==> src/rtl/dotprod_operand_feeder_if.sv <==
// Stream and operand-bus bundle for dotprod_operand_feeder.
// slave  : the feeder's view (consumes element pairs, produces vectors and results).
// master : the surrounding environment (sequencer, dot-product array, result sink).
// The in_last wire exists only when DOTFEED_ZEROPAD_EN is defined.
interface dotprod_operand_feeder_if #(
  parameter int N   = 32,
  parameter int LEN = 4
);
  logic                  in_valid;
  logic                  in_ready;
  logic [N-1:0]          in_a;
  logic [N-1:0]          in_b;
`ifdef DOTFEED_ZEROPAD_EN
  logic                  in_last;
`endif
  logic [LEN-1:0][N-1:0] vec_a;
  logic [LEN-1:0][N-1:0] vec_b;
  logic [N-1:0]          dp_result;
  logic                  out_valid;
  logic                  out_ready;
  logic [N-1:0]          out_data;

`ifdef DOTFEED_ZEROPAD_EN
  modport slave (
    input  in_valid, in_a, in_b, in_last, dp_result, out_ready,
    output in_ready, vec_a, vec_b, out_valid, out_data
  );
  modport master (
    output in_valid, in_a, in_b, in_last, dp_result, out_ready,
    input  in_ready, vec_a, vec_b, out_valid, out_data
  );
`else
  modport slave (
    input  in_valid, in_a, in_b, dp_result, out_ready,
    output in_ready, vec_a, vec_b, out_valid, out_data
  );
  modport master (
    output in_valid, in_a, in_b, dp_result, out_ready,
    input  in_ready, vec_a, vec_b, out_valid, out_data
  );
`endif
endinterface

==> src/rtl/dotprod_operand_feeder.sv <==
// Operand feeder for a combinational dot-product array.
// Collects LEN element pairs from a valid/ready stream into vec_a/vec_b, holds the
// vectors stable for DP_LAT cycles, captures dp_result and offers it on a
// valid/ready output stream. in_ready is registered and depends on state only.
// Optional feature macro: DOTFEED_ZEROPAD_EN (in_last ends a short vector early and
// zero-fills the remaining lanes).
module dotprod_operand_feeder #(
  parameter int N      = 32,
  parameter int LEN    = 4,
  parameter int DP_LAT = 1
) (
  input  logic                    clk,
  input  logic                    reset,
  dotprod_operand_feeder_if.slave bus
);

  localparam int IDX_W = (LEN > 1) ? $clog2(LEN) : 1;
  localparam int CNT_W = (DP_LAT > 1) ? $clog2(DP_LAT) : 1;
  localparam logic [IDX_W-1:0] IDX_LAST = IDX_W'(LEN - 1);
  localparam logic [CNT_W-1:0] CNT_LAST = CNT_W'(DP_LAT - 1);

  typedef enum logic [1:0] {
    S_FILL,
    S_WAIT,
    S_HOLD
  } state_e;

  state_e                state_q,     state_d;
  logic [IDX_W-1:0]      idx_q,       idx_d;
  logic [CNT_W-1:0]      wait_cnt_q,  wait_cnt_d;
  logic [LEN-1:0][N-1:0] vec_a_q,     vec_a_d;
  logic [LEN-1:0][N-1:0] vec_b_q,     vec_b_d;
  logic [N-1:0]          out_data_q,  out_data_d;
  logic                  out_valid_q, out_valid_d;
  logic                  in_ready_q,  in_ready_d;

  logic accept;
  logic final_beat;

  // Next-state and datapath: fill lanes, count the array latency, hold the result.
  always_comb begin
    // NOTE: every _d starts as its _q so no path leaves a signal unassigned (no latch).
    state_d    = state_q;
    idx_d      = idx_q;
    wait_cnt_d = wait_cnt_q;
    vec_a_d    = vec_a_q;
    vec_b_d    = vec_b_q;
    out_data_d = out_data_q;
    final_beat = 1'b0;
    accept     = bus.in_valid && in_ready_q;

    unique case (state_q)
      S_FILL: begin
        if (accept) begin
          vec_a_d[idx_q] = bus.in_a;
          vec_b_d[idx_q] = bus.in_b;
          final_beat     = (idx_q == IDX_LAST);
`ifdef DOTFEED_ZEROPAD_EN
          // A short vector clears the lanes above the current one in the same edge.
          if (bus.in_last && !final_beat) begin
            for (int i = 0; i < LEN; i++) begin
              if (i > int'(idx_q)) begin
                vec_a_d[i] = '0;
                vec_b_d[i] = '0;
              end
            end
            final_beat = 1'b1;
          end
`endif
          if (final_beat) begin
            idx_d      = '0;
            wait_cnt_d = '0;
            state_d    = S_WAIT;
          end else begin
            idx_d = idx_q + 1'b1;
          end
        end
      end
      S_WAIT: begin
        if (wait_cnt_q == CNT_LAST) begin
          out_data_d = bus.dp_result;
          state_d    = S_HOLD;
        end else begin
          wait_cnt_d = wait_cnt_q + 1'b1;
        end
      end
      S_HOLD: begin
        if (out_valid_q && bus.out_ready) begin
          state_d = S_FILL;
        end
      end
      default: state_d = S_FILL;
    endcase

    // Handshake flags are registered copies of the next state, never of out_ready.
    out_valid_d = (state_d == S_HOLD);
    in_ready_d  = (state_d == S_FILL);
  end

  // State register with synchronous reset.
  always_ff @(posedge clk) begin
    // NOTE: sequential state uses <= so every flop samples pre-edge values.
    if (reset) begin
      state_q     <= S_FILL;
      idx_q       <= '0;
      wait_cnt_q  <= '0;
      // NOTE: the operand vectors are reset too, because they drive the array directly.
      vec_a_q     <= '0;
      vec_b_q     <= '0;
      out_data_q  <= '0;
      out_valid_q <= 1'b0;
      in_ready_q  <= 1'b1;
    end else begin
      state_q     <= state_d;
      idx_q       <= idx_d;
      wait_cnt_q  <= wait_cnt_d;
      vec_a_q     <= vec_a_d;
      vec_b_q     <= vec_b_d;
      out_data_q  <= out_data_d;
      out_valid_q <= out_valid_d;
      in_ready_q  <= in_ready_d;
    end
  end

  assign bus.in_ready  = in_ready_q;
  assign bus.vec_a     = vec_a_q;
  assign bus.vec_b     = vec_b_q;
  assign bus.out_valid = out_valid_q;
  assign bus.out_data  = out_data_q;

endmodule
==> src/flat_wrapper.sv <==
// flat-port wrapper written by rule: the top's interface ports become plain ports
module dotprod_operand_feeder_flat 
#(
  parameter int N      = 32,
  parameter int LEN    = 4,
  parameter int DP_LAT = 1
)
  (clk, reset, bus_in_valid, bus_in_a, bus_in_b, bus_dp_result, bus_out_ready, bus_in_ready, bus_vec_a, bus_vec_b, bus_out_valid, bus_out_data);
  dotprod_operand_feeder_if #(.N(N), .LEN(LEN)) bus_i ();
  input  logic clk;
  input  logic reset;
  input wire logic [$bits(bus_i.in_valid)-1:0] bus_in_valid;
  input wire logic [$bits(bus_i.in_a)-1:0] bus_in_a;
  input wire logic [$bits(bus_i.in_b)-1:0] bus_in_b;
  input wire logic [$bits(bus_i.dp_result)-1:0] bus_dp_result;
  input wire logic [$bits(bus_i.out_ready)-1:0] bus_out_ready;
  output wire logic [$bits(bus_i.in_ready)-1:0] bus_in_ready;
  output wire logic [$bits(bus_i.vec_a)-1:0] bus_vec_a;
  output wire logic [$bits(bus_i.vec_b)-1:0] bus_vec_b;
  output wire logic [$bits(bus_i.out_valid)-1:0] bus_out_valid;
  output wire logic [$bits(bus_i.out_data)-1:0] bus_out_data;
  assign bus_i.in_valid = bus_in_valid;
  assign bus_i.in_a = bus_in_a;
  assign bus_i.in_b = bus_in_b;
  assign bus_i.dp_result = bus_dp_result;
  assign bus_i.out_ready = bus_out_ready;
  assign bus_in_ready = bus_i.in_ready;
  assign bus_vec_a = bus_i.vec_a;
  assign bus_vec_b = bus_i.vec_b;
  assign bus_out_valid = bus_i.out_valid;
  assign bus_out_data = bus_i.out_data;
  dotprod_operand_feeder #(.N(N), .LEN(LEN), .DP_LAT(DP_LAT)) u_core (.clk(clk), .reset(reset), .bus(bus_i));
endmodule
==> config.mk <==
export PLATFORM = sky130hd
export DESIGN_NAME = dotprod_operand_feeder_flat
export DESIGN_NICKNAME = d
export VERILOG_FILES = /design/src/rtl/dotprod_operand_feeder_if.sv /design/src/rtl/dotprod_operand_feeder.sv /design/src/flat_wrapper.sv
export SDC_FILE = /design/constraint.sdc
export NUM_CORES = 1
export LEC_CHECK = 0
export CAP_MARGIN = 20
export CORE_ASPECT_RATIO = 2
export CORE_MARGIN = 5
export CORE_UTILIZATION = 45
export CTS_CLUSTER_SIZE = 12
export DETAILED_ROUTE_END_ITERATION = 10
export GPL_TIMING_DRIVEN = 1
export PLACE_DENSITY_LB_ADDON = 0.12
export SYNTH_ARGS = -nofsm -noshare
export SYNTH_HDL_FRONTEND = slang
export SYNTH_SLANG_ARGS = --single-unit
==> constraint.sdc <==
create_clock -name clk -period 2.3 [get_ports clk]
set_input_delay 0.46 -clock clk [delete_from_list [all_inputs] [get_ports clk]]
set_output_delay 0.46 -clock clk [all_outputs]
set_load 0.005 [all_outputs]
==> results.sh <==
export IMPL_wl_per_cell_um=19.1
export IMPL_multi_input_area_um2=4050
export IMPL_drive_above_1_share=0.0430
export IMPL_max_slew_margin=0.666
export IMPL_grt_pass1_wl_mm=47.5
export IMPL_numCtsBuffers=28
export IMPL_crit_slowest_cell="clkdlybuf4s50_1"
export IMPL_clkLatencyLatePin_ps=530
export IMPL_grt_max_degree=103
export IMPL_cpPeakStageDelay_ps=540
export IMPL_synthArstFlopShare=0
export IMPL_track_usage=0.230
export IMPL_tightest_slew_ps=502
export IMPL_fp_dieH_um=224
export IMPL_netlist_area_um2=10300
export IMPL_cp_endpoint="bus_out_data[0]"
export IMPL_ys_top_cells_by_count="nand2_1, dfxtp_1, mux2i_1"
export IMPL_r2r_slack_ps=560
export IMPL_first_pass_iters=5
export IMPL_ys_flop_type="dfxtp_1"
export IMPL_synth_area_per_cell_um2=10.3
export IMPL_power_mw=10.6
export IMPL_hpwl_mm=23.4
export IMPL_ir_drop_v=0.000706
export IMPL_clock_fmax_mhz=517
export IMPL_hold_viol=0
export IMPL_finalMaxSlewViolations=0
export IMPL_cp_start_kind="register"
export IMPL_fillers=1804
export IMPL_status="finished clean"
export IMPL_drt_iter0_markers=366
export IMPL_required_ps=1840
export IMPL_cts_sinks=294
export IMPL_ios=390
export IMPL_yosysMostFrequentCell="nand2_1"
export IMPL_routed_top_layer="met4"
export IMPL_final_antenna_net_count=0
export IMPL_synth_cell_type_count=22
export IMPL_area_growth_pct=47.5
export IMPL_power_leakage_nw=6.13
export IMPL_ys_seq_area_frac=0.569
export IMPL_tns_ps=0
export IMPL_crit_path_cell_trace="clkdlybuf4s50_1"
export IMPL_clock_root_buffer="clkbuf_16"
export IMPL_die_x_um=117
export IMPL_synthesis_nets=1108
export IMPL_synth_area_leaders="dfxtp_1, mux2i_1, nand2_1, a22o_1, a21oi_1"
export IMPL_synth_edf_count=0
export IMPL_place_gp_congestion=0.797
export IMPL_num_rows=78
export IMPL_crit_type="register to primary output"
export IMPL_skew_ps=5.89
export IMPL_wl_mm=31.6
export IMPL_via_count=8414
export IMPL_reg2regPathDepth=5
export IMPL_cts_tree="built"
export IMPL_cp_top_family="buffers and inverters"
export IMPL_period_needed_ps=1930
export IMPL_core_area_um2=22600
export IMPL_min_path_type="register to register"
export IMPL_ctsResizeCount=0
export IMPL_rsz0062_at_grt="false"
export IMPL_htree_levels=1
export IMPL_synth_area_leader_cell="dfxtp_1"
export IMPL_remaining_drc_errors=0
export IMPL_fin_nets=1473
export IMPL_overflow=0
export IMPL_postCtsHoldBufs=0
export IMPL_min_period_over_period=0.841
export IMPL_maxCapViolations=0
export IMPL_yosysTopAreaCellShare=0.569
export IMPL_crit_arrival_ps=1470
export IMPL_path_clk_slew_ps=60
export IMPL_viasPerCell=5.09
export IMPL_port_buffers=389
export IMPL_antenna_found_initial=0
export IMPL_cp_num_buf_inv=1
export IMPL_grt_pass1_vias=8537
export IMPL_n_antenna_cell=0
export IMPL_crit_path_start="u_core.bus.out_data[0]$_SDFFE_PP0N_"
export IMPL_cp_max_fo=2
export IMPL_timing_rr_end="u_core.bus.vec_a[89]$_SDFFE_PP0P_"
export IMPL_seqCellArea_um2=5890
export IMPL_worstSetupEndpointType="primary output"
export IMPL_setup_viol=0
export IMPL_cp_num_cells=1
export IMPL_rr_startpoint="u_core.state_q[0]$_SDFF_PP0_"
export IMPL_syn_inst=1004
export IMPL_p_per_area_nw_per_um2=696
export IMPL_yosys_warnings=0
export IMPL_initial_core_util=0.457
export IMPL_ys_ff_latch=294
export IMPL_die_area_um2=26300
export IMPL_wl_met1_mm=10.6
export IMPL_clock_path_buffers=3
export IMPL_wl_met2_mm=16.4
export IMPL_wl_met3_mm=2.69
export IMPL_cts_setup_buffers=0
[sequential cells by signal, summed over array words and instances, names as in the netlist]
name                  flops
u_core.bus.in_ready       1
u_core.bus.out_data      32
u_core.bus.out_valid      1
u_core.bus.vec_a        128
u_core.bus.vec_b        128
u_core.idx_q              2
u_core.state_q            2
[cells in the final DEF, fill, tap and decap left out, types with 2 or more instances in the layout]
cell and instances:
inv_1 2, buf_4 8, a21oi_1 35, mux2i_1 192, nand2_4 2, ha_1 4, a22o_1 64, clkdlybuf4s50_1 389
nand2_1 326, clkbuf_16 29, buf_12 12, clkbuf_1 4, dfxtp_1 294
[tightest hold or removal path, cell delays in order, from the launching register on]
cell and delay (ps):
dfxtp_1 310, nand2_1 50, a21oi_1 50
[cells by family after synthesis]
logic type	after synthesis	synth area share
adders and majority gates	4	0.00484
muxes	192	0.186
DFF	294	0.569
AOI/OAI and AO/OA	102	0.0732
and+or+nand+nor	335	0.125
buffers and inverters	77	0.0420
[worst min-delay path by stage]
stage / from / to / slack [ps] / cells after the start
global placement: u_core.bus.out_data[27]$_SDFFE_PP0N_ / u_core.bus.out_data[27]$_SDFFE_PP0N_ / 440 / 2
CTS: bus_dp_result[24] / u_core.bus.out_data[24]$_SDFFE_PP0N_ / 440 / 3
detailed placement: u_core.bus.out_data[23]$_SDFFE_PP0N_ / u_core.bus.out_data[23]$_SDFFE_PP0N_ / 450 / 2
finish: u_core.bus.out_data[23]$_SDFFE_PP0N_ / u_core.bus.out_data[23]$_SDFFE_PP0N_ / 450 / 2
global route: bus_dp_result[28] / u_core.bus.out_data[28]$_SDFFE_PP0N_ / 460 / 3
floorplan: u_core.bus.vec_a[64]$_SDFFE_PP0P_ / u_core.bus.vec_a[64]$_SDFFE_PP0P_ / 450 / 2
[routing by layer]
metal,track usage,vias up
met5,0,-
met4,0.128,0
met3,0.0662,91
met2,0.415,330
met1,0.229,3937
li1,-,4056
[report_power, final]
group	switching, mW	total [mW]	internal (mW)
logic	0.535	1.18	0.645
registers	0.0874	5.35	5.27
clock network	1.82	4.08	2.26
[area by class of cell]
cell class / instances / share of cell area
tap: 280 / 0.0230
clock buffer: 34 / 0.0495
sequential: 294 / 0.386
multi-input combinational: 633 / 0.266
timing repair buffer: 409 / 0.275
inverter: 3 / 0.00107
[through the flow]
stage	util	hold WS (ps)	instance area, µm²	cells	setup WS (ps)
after floorplan	-	451	10300	1004	773
after global placement	0.640	441	14500	1619	153
after global routing	0.674	459	15300	1653	330
final	0.674	453	15300	1653	367
after CTS	0.674	442	15300	1653	342
after detailed placement	0.640	447	14500	1619	44.3
Note: power is estimated with default switching activity, not from simulation.
==> variant 1 (config.mk and constraints unchanged) <==
`N` is set to 32 in 3 places; all go to 16.
--- a/src/rtl/dotprod_operand_feeder_if.sv
+++ b/src/rtl/dotprod_operand_feeder_if.sv
@@ -3,7 +3,7 @@
 // master : the surrounding environment (sequencer, dot-product array, result sink).
 // The in_last wire exists only when DOTFEED_ZEROPAD_EN is defined.
 interface dotprod_operand_feeder_if #(
-  parameter int N   = 32,
+  parameter int N   = 16,
   parameter int LEN = 4
 );
   logic                  in_valid;
--- a/src/rtl/dotprod_operand_feeder.sv
+++ b/src/rtl/dotprod_operand_feeder.sv
@@ -5,7 +5,7 @@
 // Optional feature macro: DOTFEED_ZEROPAD_EN (in_last ends a short vector early and
 // zero-fills the remaining lanes).
 module dotprod_operand_feeder #(
-  parameter int N      = 32,
+  parameter int N      = 16,
   parameter int LEN    = 4,
   parameter int DP_LAT = 1
 ) (
--- a/src/flat_wrapper.sv
+++ b/src/flat_wrapper.sv
@@ -1,7 +1,7 @@
 // flat-port wrapper written by rule: the top's interface ports become plain ports
 module dotprod_operand_feeder_flat 
 #(
-  parameter int N      = 32,
+  parameter int N      = 16,
   parameter int LEN    = 4,
   parameter int DP_LAT = 1
 )
Ports: changed (6 resized); port bits go from 390 to 198. No check against the original RTL was run, so the function may have changed too.
==> variant 1 against the unedited design <==
Total power shrank 43%. Sequential cell count shrank 144. Routed wire length decreased by 54%. Die area down 45%. Non-clock buffer count down 201. Synthesized cell count down 48%. Clock power is 33% lower. Count of clock-buffer cells in the layout shrank 17. Fmax is 2.6% higher. Final area is 47% lower. Worst setup slack gained 0.049 ns. Sequential share of layout area is 1.1 points lower. Synthesized area is 48% lower. Register-to-register slack lost 0.05 ns.
==> variant 1: results <==
export IMPL_grt_pass1_vias=4526
export IMPL_ys_types=26
export IMPL_drt_pass1_iterations=4
export IMPL_tightest_slew_ns=1.01
export IMPL_fillers=933
export IMPL_post_cts_resized=0
export IMPL_grt_pass1_wl_mm=22.6
export IMPL_critPathMaxStageDelay_ns=0.47
export IMPL_synthTopCellsByArea="dfxtp_1, mux2i_1, nand2_1, a22o_1, a21oi_1"
export IMPL_layout_drive_gt1_share_pct=7.03
export IMPL_crit_fanout=17
export IMPL_hpwl_mm=10.7
export IMPL_synth_common_cells="nand2_1, dfxtp_1, mux2i_1, a22o_1, clkbuf_1"
export IMPL_grt_max_degree=79
export IMPL_vias=4337
export IMPL_cts_max_level=4
export IMPL_drt_first_iter_violations=141
export IMPL_ys_seq_area_share_pct=56.0
export IMPL_fin_nets=768
export IMPL_avgSynthCellArea_sq_um=10.3
export IMPL_cts_root_to_sink_buffers=2
export IMPL_placed_cells=838
export IMPL_skew_ns=0.0110
export IMPL_outcome="completed"
export IMPL_synth_fp_nets=578
export IMPL_hp_class="reg -> reg"
export IMPL_viasPerCell=4.99
export IMPL_grt_usage_pct=20.3
export IMPL_clk_insertion_delay_late_ns=0.42
export IMPL_gp_congestion=0.807
export IMPL_internal_power_mw=4.55
export IMPL_detailed_place_area_sq_mm=0.00743
export IMPL_critPathArrivalTime_ns=2.22
export IMPL_port_buffers=197
export IMPL_synthFlopType="dfxtp_1"
export IMPL_cts_buffers=17
export IMPL_ir_drop_v=0.000800
export IMPL_power_leakage_nw=3.31
export IMPL_wire_per_inst_um=16.8
variant 1: cell types whose count changed after synthesis, sizes merged:
cell / unedited run / this run
nand2: 328 / 169
dfxtp: 294 / 150
mux2i: 192 / 96
a22o: 64 / 32
buf: 34 / 15
clkbuf: 40 / 22
a21oi: 36 / 20
and2: 1 / 3
nand2b: 1 / 0
or2b: 0 / 1
variant 1: worst paths after layout:
kind	slack, ns	to	depth (start not counted)	startpoint
hold / removal	0.46	u_core.bus.out_data[8]	2	u_core.bus.out_data[8]
setup reg to reg	0.51	u_core.bus.vec_a[32]	4	u_core.bus.in_ready
hold reg to reg	0.46	u_core.bus.out_data[8]	2	u_core.bus.out_data[8]
setup / recovery	0.42	u_core.bus.vec_a[32]	5	bus_in_valid
variant 1: per-stage QoR:
step / hold slack [ns] / util, % / setup WS, ns
2_1_floorplan: 0.451 / - / 0.793
3_5_place_dp: 0.449 / 63.5 / -0.00998
4_1_cts: 0.457 / 68.5 / 0.408
5_1_grt: 0.470 / 68.5 / 0.318
3_3_place_gp: 0.442 / 63.5 / 0.0357
6_report: 0.456 / 68.5 / 0.415
variant 1: cell type report:
cell class | count | area (sq um) | share of cell area [%]
well taps | 145 | 181 | 2.26
inverters | 3 | 13.8 | 0.172
clock buffers | 17 | 425 | 5.31
multi-input cells | 332 | 2140 | 26.7
clock inverters | 15 | 156 | 1.95
repair buffers | 208 | 2090 | 26.1
flip-flops and latches | 150 | 3000 | 37.5
variant 1: power groups by stage:
stage                     combinational, mW  clock (mW)  sequential [mW]
after floorplan                       0.250           0             2.80
after global placement                0.577           0             2.79
after detailed placement              0.590           0             2.79
after CTS                             0.593        2.77             2.74
after global routing                  0.627        2.90             2.75
final                                 0.584        2.73             2.74
variant 1: logic make-up (layout without fill, tap and decap cells):
kind of cell	Yosys count	in the layout	synth area share, %
AND/OR/NAND/NOR	178	178	13.5
adder cells (fa/ha/maj)	4	4	0.933
flip-flops	150	150	56.0
AO/OA/AOI/OAI	54	54	7.46
multiplexers	96	96	17.9
buffers and inverters	40	243	4.24
variant 1: routing by layer:
layer,GRT usage (%),wire length (um)
met5,0,0
met4,8.31,353
met3,6.54,1070
met2,37.3,7940
met1,20.7,5280
variant 1: worst max-delay path, delay by kind of cell:
family	cells	cell delay, ns
and+or+nand+nor	2	0.75
buffers and inverters	2	0.74
muxes	1	0.26
==> variant 2 (config.mk and constraints unchanged) <==
Made on the original files. Re-encode `state_e` (3 states) as one-hot, 3 bits wide.
--- a/src/rtl/dotprod_operand_feeder.sv
+++ b/src/rtl/dotprod_operand_feeder.sv
@@ -19,10 +19,10 @@
   localparam logic [IDX_W-1:0] IDX_LAST = IDX_W'(LEN - 1);
   localparam logic [CNT_W-1:0] CNT_LAST = CNT_W'(DP_LAT - 1);
 
-  typedef enum logic [1:0] {
-    S_FILL,
-    S_WAIT,
-    S_HOLD
+  typedef enum logic [2:0] {
+    S_FILL = 3'b001,
+    S_WAIT = 3'b010,
+    S_HOLD = 3'b100
   } state_e;
 
   state_e                state_q,     state_d;
Formal check against the unedited RTL: same outputs for any inputs over 4 cycles, from zero or initial values and one cycle with reset high; so few cycles prove little.
==> variant 2 against the unedited design <==
Final area grew 9.0%. Critical path depth is the same. Sequential share of layout area decreased by 3.1 points. Total power up 1.0%. Sequential cell count increased by 1. Worst hold slack got worse by 0.14 ns. Worst setup slack worse by 0.022 ns. Clock skew rose by 0.011 ns. Global-route usage shrank 1.3 points. Synthesized cell count is 7.5% higher. Synthesized area up 12%. Routed wire length increased by 2.2%. Cell count up 8.7%. Register-to-register slack worse by 0.03 ns. Largest power group unchanged.
==> variant 2: results <==
export IMPL_drt_first_iter_violations=265
export IMPL_max_freq_ghz=0.512
export IMPL_outcome="completed"
export IMPL_synth_fp_nets=1183
export IMPL_synthArstFlopShare_pct=0
export IMPL_hp_class="in -> reg"
export IMPL_min_from="reset"
export IMPL_regToRegStartpoint="u_core.idx_q[0]"
export IMPL_synthTopCellsByArea="dfxtp_1, mux2i_1, nand2b_1, nand2_1, a21oi_1"
export IMPL_viasPerCell=4.81
export IMPL_skew_ns=0.0168
export IMPL_r2r_slack_ns=0.53
export IMPL_fin_nets=1555
export IMPL_slew_headroom_pct=55.9
export IMPL_reg2reg_depth=6
export IMPL_power_leakage_nw=6.82
export IMPL_gp_congestion=0.790
export IMPL_synth_common_cells="nand2b_1, dfxtp_1, mux2i_1, nand2_1, clkbuf_1"
export IMPL_ys_seq_area_share_pct=51.1
export IMPL_synthMuxAreaShare_pct=22.2
export IMPL_grt_max_degree=70
export IMPL_reg2reg_to="u_core.bus.vec_a[93]"
export IMPL_gr_usage_met1_pct=22.0
export IMPL_cts_buffers=29
export IMPL_placed_cells=1760
export IMPL_worstSetupEndpoint="bus_in_ready"
export IMPL_grt_usage_pct=21.7
export IMPL_crit_fanout=5
export IMPL_wl_met2_mm=16.5
export IMPL_grt_pass1_wl_mm=50.0
export IMPL_grt_pass1_vias=9130
export IMPL_synth_compound_area_share_pct=1.69
export IMPL_detailed_place_area_sq_mm=0.0159
export IMPL_wl_mm=32.3
export IMPL_cts_max_level=1
export IMPL_drt_pass1_iterations=4
export IMPL_hpwl_mm=23.8
export IMPL_setup_worst_path_start="u_core.bus.in_ready"
export IMPL_vias=8631
export IMPL_met2_usage_pct=38.7
export IMPL_synthAdderAreaFrac_pct=0.433
export IMPL_ir_drop_v=0.000606
export IMPL_use_met3_pct=7.15
==> variant 2: cell count changes after synthesis, moves of 6 or more <==
cell,before,now
mux2i_1,192,256
buf_4,0,8
nand2b_1,1,322
buf_8,6,0
nand2_1,326,66
a22o_1,64,0
==> variant 2: area by class of cell <==
class                           count  area (sq um)
Multi-Input combinational cell    706          5220
Timing Repair Buffer              417          4310
Sequential cell                   295          5910
Tap cell                          340           425
Clock buffer                       34           754
Inverter                            2          7.51
Fill cell                        2131          8910
Clock inverter                      2          13.8
==> variant 2: power breakdown <==
| part | internal (mW) | leakage, nW | switching [mW] |
|---|---|---|---|
| clock | 2.28 | 0.378 | 1.85 |
| combinational | 0.734 | 4.05 | 0.492 |
| sequential | 5.28 | 2.39 | 0.0919 |
| total | 8.29 | 6.82 | 2.43 |
